$ cat src/rtl/dataslot_load_sequencer_pkg.sv
// Shared types for the boot-time dataslot load sequencer.
package dataslot_load_sequencer_pkg;

  typedef enum logic [2:0] {
    StIdle,
    StLoad,
    StIssue,
    StWait,
    StNext,
    StDone,
    StFail
  } dls_state_e;

  typedef struct packed {
    logic [15:0] slot_id;
    logic [31:0] offset;
    logic [31:0] addr;
    logic [31:0] length;
  } dataslot_cmd_t;

  localparam int unsigned RetryW    = 3;
  localparam int unsigned FailSlotW = 4;

endpackage

$ cat src/rtl/dataslot_load_sequencer.sv
// Walks the dataslot table at boot, issuing one core_dataslot_read command per non-empty slot,
// retrying errors/timeouts, then pulses ready_to_run or reports the failing slot.
module dataslot_load_sequencer
  import dataslot_load_sequencer_pkg::*;
#(
  parameter int unsigned NUM_SLOTS   = 4,
  parameter int unsigned MAX_RETRIES = 2,
  parameter int unsigned TIMEOUT_W   = 26
) (
  input  logic                    clk_74a,
  input  logic                    reset_n,
  input  logic                    start,
  input  logic [NUM_SLOTS*16-1:0] slot_id,
  input  logic [NUM_SLOTS*32-1:0] slot_addr,
  input  logic [NUM_SLOTS*32-1:0] slot_len,
  output logic                    rd_valid,
  output logic [15:0]             rd_slot_id,
  output logic [31:0]             rd_offset,
  output logic [31:0]             rd_addr,
  output logic [31:0]             rd_length,
  input  logic                    rd_ack,
  input  logic                    rd_done,
  input  logic                    rd_err,
  output logic                    ready_to_run,
  output logic                    busy,
  output logic                    fail,
  output logic [3:0]              fail_slot
);

  localparam int unsigned       IdxW     = (NUM_SLOTS > 1) ? $clog2(NUM_SLOTS) : 1;
  localparam logic [IdxW-1:0]   LastIdx  = IdxW'(NUM_SLOTS - 1);
  localparam logic [RetryW-1:0] MaxRetry = RetryW'(MAX_RETRIES);

  logic [15:0] tbl_id   [NUM_SLOTS];
  logic [31:0] tbl_addr [NUM_SLOTS];
  logic [31:0] tbl_len  [NUM_SLOTS];

  for (genvar i = 0; i < NUM_SLOTS; i++) begin : g_tbl
    assign tbl_id[i]   = slot_id[16*i +: 16];
    assign tbl_addr[i] = slot_addr[32*i +: 32];
    assign tbl_len[i]  = slot_len[32*i +: 32];
  end

  dls_state_e           state_q, state_d;
  logic [IdxW-1:0]      idx_q, idx_d;
  logic [RetryW-1:0]    retry_q, retry_d;
  dataslot_cmd_t        cmd_q, cmd_d;
  logic                 valid_q, valid_d;
  logic                 busy_q, busy_d;
  logic                 fail_q, fail_d;
  logic [FailSlotW-1:0] fail_slot_q, fail_slot_d;
  logic                 rtr_q, rtr_d;
  logic                 pend_q, pend_d;
  logic                 pend_err_q, pend_err_d;

  logic [TIMEOUT_W-1:0] timer_q;
  logic                 timer_clr, timer_inc, timeout;
  logic                 cpl, cpl_err;

  assign timeout = &timer_q;
  // A done captured on the ack cycle is replayed as the first WAIT completion.
  assign cpl     = rd_done | pend_q;
  assign cpl_err = pend_q ? pend_err_q : rd_err;

  always_comb begin
    state_d     = state_q;
    idx_d       = idx_q;
    retry_d     = retry_q;
    cmd_d       = cmd_q;
    valid_d     = valid_q;
    busy_d      = busy_q;
    fail_d      = fail_q;
    fail_slot_d = fail_slot_q;
    rtr_d       = 1'b0;
    pend_d      = 1'b0;
    pend_err_d  = 1'b0;
    timer_clr   = 1'b0;
    timer_inc   = 1'b0;

    unique case (state_q)
      StIdle, StDone, StFail: begin
        if (start) begin
          idx_d       = '0;
          retry_d     = '0;
          fail_d      = 1'b0;
          fail_slot_d = '0;
          busy_d      = 1'b1;
          state_d     = StLoad;
        end
      end
      StLoad: begin
        cmd_d.slot_id = tbl_id[idx_q];
        cmd_d.offset  = '0;
        cmd_d.addr    = tbl_addr[idx_q];
        cmd_d.length  = tbl_len[idx_q];
        if (tbl_len[idx_q] == '0) begin
          state_d = StNext;
        end else begin
          valid_d = 1'b1;
          state_d = StIssue;
        end
      end
      StIssue: begin
        if (rd_ack) begin
          valid_d    = 1'b0;
          timer_clr  = 1'b1;
          pend_d     = rd_done;
          pend_err_d = rd_err;
          state_d    = StWait;
        end
      end
      StWait: begin
        timer_inc = 1'b1;
        if (cpl && !cpl_err) begin
          state_d = StNext;
        end else if (cpl || timeout) begin
          if (retry_q < MaxRetry) begin
            retry_d = retry_q + 1'b1;
            valid_d = 1'b1;
            state_d = StIssue;
          end else begin
            fail_d      = 1'b1;
            fail_slot_d = FailSlotW'(idx_q);
            busy_d      = 1'b0;
            state_d     = StFail;
          end
        end
      end
      StNext: begin
        retry_d = '0;
        if (idx_q == LastIdx) begin
          rtr_d   = 1'b1;
          busy_d  = 1'b0;
          state_d = StDone;
        end else begin
          idx_d   = idx_q + 1'b1;
          state_d = StLoad;
        end
      end
      default: state_d = StIdle;
    endcase
  end

  always_ff @(posedge clk_74a or negedge reset_n) begin
    if (!reset_n) begin
      state_q     <= StIdle;
      idx_q       <= '0;
      retry_q     <= '0;
      cmd_q       <= '0;
      valid_q     <= 1'b0;
      busy_q      <= 1'b0;
      fail_q      <= 1'b0;
      fail_slot_q <= '0;
      rtr_q       <= 1'b0;
      pend_q      <= 1'b0;
      pend_err_q  <= 1'b0;
    end else begin
      state_q     <= state_d;
      idx_q       <= idx_d;
      retry_q     <= retry_d;
      cmd_q       <= cmd_d;
      valid_q     <= valid_d;
      busy_q      <= busy_d;
      fail_q      <= fail_d;
      fail_slot_q <= fail_slot_d;
      rtr_q       <= rtr_d;
      pend_q      <= pend_d;
      pend_err_q  <= pend_err_d;
    end
  end

  // Per-command timeout; saturates at all-ones so a late host cannot wrap it.
  always_ff @(posedge clk_74a or negedge reset_n) begin
    if (!reset_n) begin
      timer_q <= '0;
    end else if (timer_clr) begin
      timer_q <= '0;
    end else if (timer_inc && !timeout) begin
      timer_q <= timer_q + 1'b1;
    end
  end

  assign rd_valid     = valid_q;
  assign rd_slot_id   = cmd_q.slot_id;
  assign rd_offset    = cmd_q.offset;
  assign rd_addr      = cmd_q.addr;
  assign rd_length    = cmd_q.length;
  assign ready_to_run = rtr_q;
  assign busy         = busy_q;
  assign fail         = fail_q;
  assign fail_slot    = fail_slot_q;

endmodule

$ cat config.mk
export PLATFORM = sky130hd
export DESIGN_NAME = dataslot_load_sequencer
export DESIGN_NICKNAME = d
export VERILOG_FILES = /design/src/rtl/dataslot_load_sequencer_pkg.sv /design/src/rtl/dataslot_load_sequencer.sv
export SDC_FILE = /design/constraint.sdc
export NUM_CORES = 1
export LEC_CHECK = 0
export BUFFER_PORTS_ARGS = -buffer_cell sky130_fd_sc_hd__buf_2
export CAP_MARGIN = 25
export CORE_AREA = 5 5 170 172
export CTS_BUF_LIST = sky130_fd_sc_hd__clkbuf_2
export DETAILED_ROUTE_END_ITERATION = 10
export DIE_AREA = 0 0 175 177
export GPL_TIMING_DRIVEN = 0
export PLACE_DENSITY = 0.67
export SYNTH_ARGS = -nofsm -noshare
export SYNTH_HDL_FRONTEND = slang
export SYNTH_SLANG_ARGS = --single-unit
$ cat constraint.sdc
create_clock -name clk_74a -period 3.85 [get_ports clk_74a]
set_input_delay 0.77 -clock clk_74a [delete_from_list [all_inputs] [get_ports clk_74a]]
set_output_delay 0.77 -clock clk_74a [all_outputs]
set_load 0.01 [all_outputs]
==> After elaboration in Yosys (flattened, before gate mapping) <==
Cells that the tools add are included.
{ "word_totals": {"elab_cells": 117, "input_bits": 326, "output_inout_bits": 120, "register_bits": 124} }
{ "classes": {"n_reduce_logical": 20, "n_bitwise": 2, "magnitude_cmp": 2, "add_sub_neg": 3, "eq_ne": 17, "n_mux": 59} }
{ "ops": {"columns": ["operator", "n"], "rows": [
  ["32-bit binary-select mux with 2-bit select", 2],
  ["32-bit two-way mux", 4],
  ["26-bit two-way mux", 2],
  ["3-bit two-way mux", 11],
  ["16-bit binary-select mux with 2-bit select", 1],
  ["32-bit zero test", 1],
  ["16-bit two-way mux", 2],
  ["26-bit by 1-bit adder with 26-bit output, second input constant", 1],
  ["26-bit AND reduction", 1],
  ["1-bit two-way mux", 24],
  ["2-bit != test, second input constant", 9],
  ["4-bit two-way mux", 4],
  ["3-bit one-hot mux with 5 select lines", 1],
  ["6-bit AND reduction", 2],
  ["5-bit AND reduction", 2],
  ["3-bit equality test, second input constant", 3],
  ["3-bit one-hot mux with 3 select lines", 1],
  ["4-bit one-hot mux with 2 select lines", 1],
  ["3-bit by 2-bit equality test with 1-bit output, second input constant", 2],
  ["1-bit one-hot mux with 3 select lines", 2],
  ["3-bit AND reduction", 2],
  ["2-bit nonzero test", 3],
  ["3-bit nonzero test", 2],
  ["2-bit two-way mux", 2],
  ["other kinds (16)", 18]
]} }

==> Depth between registers and ports, before layout <==
{ "depth": {"word_depth": 7, "mapped_depth": 8, "depth_no_buf": 7} }

==> Worst setup path after synthesis <==
Ideal clock, no wire load.
{ "synth_path": {"path_type": "input -> register", "start": "in slot_len[99]", "end": "reg valid_q, in the netlist rd_valid", "path_buffers": 0, "required_time_ns": 3.724, "t_arrival_ns": 2.213, "slack_ns": 1.511, "path_stages": 6, "setup_ns": 0.126, "path_cell_list": "mux4_2 > nor4_1 > nand2_1 > nor4_2 > nor3_1 > a311o_1"} }
{ "synth_between": {"elab_chain_cells": 6} }
{ "synth_rtl": {"columns": ["element", "line_no", "text"], "rows": [
  ["start, declared", "dataslot_load_sequencer.sv:15", "input logic [NUM_SLOTS*32-1:0] slot_len,"],
  ["32-bit binary-select mux with 2-bit select", "dataslot_load_sequencer.sv:96", "if (tbl_len[idx_q] == '0) begin"],
  ["32-bit two-way mux (implied by the code) (2 in series)", "dataslot_load_sequencer.sv:96", null],
  ["32-bit zero test", "dataslot_load_sequencer.sv:96", null],
  ["2-bit != test (no source line)", null, null],
  ["6-bit AND reduction (no source line)", null, null],
  ["end signal, assigned", "dataslot_load_sequencer.sv:162", "valid_q <= valid_d;"],
  ["end, declared", "dataslot_load_sequencer.sv:48", "logic valid_q, valid_d;"]
]} }
Every way passes these cells. The select of a mux whose other input is x is not followed.
A chain may end at the register's enable or synchronous reset.

==> Worst setup path in the final report <==
{ "layout_path": {"start": "reg idx_q[1]", "end": "reg valid_q, in the netlist rd_valid"} }
{ "layout_between": {"elab_chain_cells": 7} }
{ "layout_rtl": {"columns": ["element", "line_no", "text"], "rows": [
  ["start, declared", "dataslot_load_sequencer.sv:45", "logic [IdxW-1:0] idx_q, idx_d;"],
  ["start signal, assigned", "dataslot_load_sequencer.sv:159", "idx_q <= idx_d;"],
  ["2-bit inverter with 3-bit output (implied by the code)", "dataslot_load_sequencer.sv:96", null],
  ["32-bit binary-select mux with 2-bit select", "dataslot_load_sequencer.sv:96", null],
  ["32-bit two-way mux (implied by the code) (2 in series)", "dataslot_load_sequencer.sv:96", null],
  ["32-bit zero test", "dataslot_load_sequencer.sv:96", null],
  ["2-bit != test (no source line)", null, null],
  ["6-bit AND reduction (no source line)", null, null]
]} }
Every way passes these cells. The select of a mux whose other input is x is not followed.

==> flow_metrics.py <==
metrics = {
    "floorplanning": {
        "die_y_um": 177,
        "die-width_um": 175,
        "initial_core_util_pct": 27.4,
        "placementRows": 61,
        "core-area_um2": 27300,
        "ios": 446,
        "dieArea_um2": 31000,
    },
    "sta": {
        "relSlewSlack_pct": 42.2,
        "setup_violations": 0,
        "max_freq_mhz": 303,
        "period_needed_ns": 3.30,
        "post-route-period-util_pct": 85.7,
        "rsz0062_at_grt": "false",
        "hold_viol": 0,
        "skew_ns": 0.0583,
        "worstMarginPinSlew_ns": 0.867,
        "tns_ns": 0,
        "slew_violations": 0,
    },
    "clock_tree": {
        "tritoncts": "yes",
        "ctsHoldBuffers": 1,
        "clock_latency_ns": 0.71,
        "htree_levels": 4,
        "clk_pin_slew_ns": 0.22,
        "clk_path_buf_depth": 2,
        "cts.sinks": 122,
        "postCtsSetupBuffers": 0,
        "clock-root-buffer": "clkbuf_2",
        "numCtsBuffers": 17,
        "post_cts_resized": 0,
    },
    "route": {
        "wl_per_cell_um": 22.3,
        "maxUsedRoutingLayer": "met5",
        "num_vias": 7026,
        "met3RoutedLength_mm": 3.24,
        "drtIter0Drc": 329,
        "route.met2.wl_mm": 14.9,
        "via_per_inst": 4.98,
        "drc": 0,
        "routed_wl_mm": 31.5,
        "wl_met1_mm": 12.3,
        "firstDrtPassIters": 5,
        "ant_nets": 0,
    },
    "setup_path": {
        "start_kind": "flip-flop",
        "critPathTopFamily": "simple AND/OR/NAND/NOR gates",
        "path_cells": "buf_2, buf_1, mux4_2, nor4_1, nand2_1, nor4_2, nor3_1, a311o_1",
        "r2r_end": "rd_valid",
        "cp.depth": 8,
        "cp_data_arrival_time_ns": 3.89,
        "slowest_stage": "nor4_2",
        "max_stage_delay_ns": 0.63,
        "cp_data_required_time_ns": 4.44,
        "worstSetupPathType": "flip-flop to flip-flop",
        "r2r_slack_ns": 0.55,
        "rr_worst_depth": 8,
        "cp-startpoint": "idx_q[1]",
        "crit_fanout": 10,
        "critPathCaptureType": "flip-flop",
        "cp_num_buf_inv": 2,
        "critPathCapture": "rd_valid",
        "reg2reg_from": "idx_q[1]",
    },
    "place": {
        "place.detailed.hpwl_mm": 26.5,
        "io_buffers": 410,
        "gp_congestion": 0.891,
    },
    "power": {
        "p_leak_uw": 0.00482,
        "power_density_nw_per_um2": 595,
        "worst_ir_drop_vdd_mv": 0.243,
    },
    "finish": {
        "seq_area_um2": 3050,
        "multi_input_area_um2": 4100,
        "nNetsFinal": 1369,
        "final_core_util_pct": 38.2,
        "drive_above_1_share_pct": 62.0,
        "synthToLayoutAreaGrowth_pct": 39.6,
        "fill_cells": 2713,
    },
    "logic_synthesis": {
        "synth.avg_cell_area_um2": 13.0,
        "synth.area.top_cells": "dfrtp_1, mux4_2, mux2_2, buf_4, nand2_1",
        "ys_ff_latch": 122,
        "synthDominantCellAreaShare_pct": 40.8,
        "synth_cell_types": 47,
        "ys.flop_type": "dfrtp_1",
        "yosysTopAreaCell": "dfrtp_1",
        "async_flop_share_pct": 100,
        "yosys-top-cells-count": "dfrtp_1, mux2_2, mux4_2, buf_4, nand2_1",
        "postSynthCellCount": 574,
        "post-synth-top-count-cell": "dfrtp_1",
        "yosys_warnings": 0,
        "yosysSeqAreaShare_pct": 40.8,
        "synth_edf_count": 0,
        "synth.cell_area_um2": 7480,
    },
    "global_route": {
        "grt_pass1_vias": 7223,
        "track_usage_pct": 19.9,
        "grt.overflow.total": 0,
        "grt_max_degree": 65,
        "grt_first_pass_wirelength_mm": 45.6,
        "antenna_found_initial": 31,
    },
    "job": {
        "cap_violations": 0,
    },
    "hold_path": {
        "holdCritPathClass": "input pin to flip-flop",
        "holdPathStages": 2,
    },
    "run_status": {
        "outcome": "complete, no violations",
    },
}
==> power breakdown <==
part,leakage [uW],total (uW),internal [uW],switching (uW)
registers,0.00151,2100,1800,296
clock network,0.000147,876,263,613
logic,0.00316,3240,1640,1600
total,0.00482,6220,3700,2510
==> layer usage <==
metal	track usage (%)	up-vias
li1	-	3098
met1	24.8	3509
met2	31.3	342
met3	8.18	63
met4	6.97	14
met5	0	-
==> worst min-delay path by stage <==
stage                  startpoint       endpoint  slack, ns
floorplan              retry_q[0]     retry_q[0]       0.46
global placement       retry_q[0]     retry_q[0]       0.47
detailed placement  rd_slot_id[7]  rd_slot_id[7]       0.49
CTS                        rd_err     pend_err_q       0.21
global route               rd_err     pend_err_q       0.23
finish                     rd_err     pend_err_q       0.33
==> final cells by class <==
type	count	area share (%)
multi-input combinational	406	39.2
tap	346	4.15
clock inverter	15	1.49
clock buffer	17	0.815
antenna	12	0.288
sequential	122	29.2
timing repair buffer	414	20.4
buffer	71	4.07
inverter	8	0.288
==> cell families (layout without fill, tap and decap cells) <==
kind of cell / count (synthesis) / in the layout / synth area share (%)
multiplexers: 166 / 166 / 37.0
AND/OR/NAND/NOR: 132 / 132 / 9.00
flip-flops: 122 / 122 / 40.8
buffers and inverters: 79 / 525 / 6.09
AO/OA/AOI/OAI: 54 / 54 / 4.60
XOR/XNOR: 17 / 17 / 1.99
adder cells (fa/ha/maj): 3 / 3 / 0.502
other: 1 / 46 / 0.0501
==> registers in the layout (all words and copies together) (netlist names), 2 cells and up <==
name and flops:
retry_q 3, fail_slot 2, rd_slot_id 16, rd_length 32
state_q 3, timer_q 26, idx_q 2, rd_addr 32
==> per-stage QoR <==
step | cell area [um2] | total power (uW) | hold slack (ns) | setup WS, ns | cells
after detailed placement | 10200 | 5410 | 0.490 | 0.360 | 1366
after global placement | 10100 | 5300 | 0.471 | 0.296 | 1363
after floorplan | 7600 | 4140 | 0.457 | 1.51 | 607
final | 10400 | 6220 | 0.330 | 0.550 | 1411
after global routing | 10400 | 6660 | 0.232 | 0.155 | 1410
after CTS | 10400 | 6310 | 0.207 | 0.342 | 1399
==> worst reg2reg max path: cells and delay by family, from the launching register on <==
| family | cells | cell delay [ns] |
|---|---|---|
| AO/OA/AOI/OAI | 1 | 0.30 |
| buffers and inverters | 2 | 0.88 |
| flip-flops | 1 | 0.43 |
| multiplexers | 1 | 0.43 |
| AND/OR/NAND/NOR | 4 | 1.20 |
==> placed cells by master, fill, tap and decap left out, types with 6 or more instances in the layout <==
| cell | synthesis | layout |
|---|---|---|
| nor3_1 | 8 | 8 |
| xnor2_1 | 13 | 13 |
| nand3_1 | 11 | 11 |
| diode_2 | 0 | 12 |
| nand4_1 | 8 | 8 |
| dfrtp_1 | 122 | 122 |
| buf_4 | 34 | 34 |
| mux4_2 | 80 | 80 |
| clkbuf_2 | 0 | 17 |
| nor4_1 | 12 | 12 |
| o21ai_0 | 15 | 15 |
| and3_1 | 6 | 6 |
| nor2_1 | 28 | 28 |
| or3_1 | 9 | 9 |
| nand2_1 | 32 | 32 |
| clkbuf_1 | 22 | 22 |
| conb_1 | 1 | 34 |
| buf_2 | 7 | 416 |
| a21oi_1 | 18 | 18 |
| inv_1 | 8 | 8 |
| mux2_2 | 81 | 81 |
Note: power is estimated with default switching activity, not from simulation.
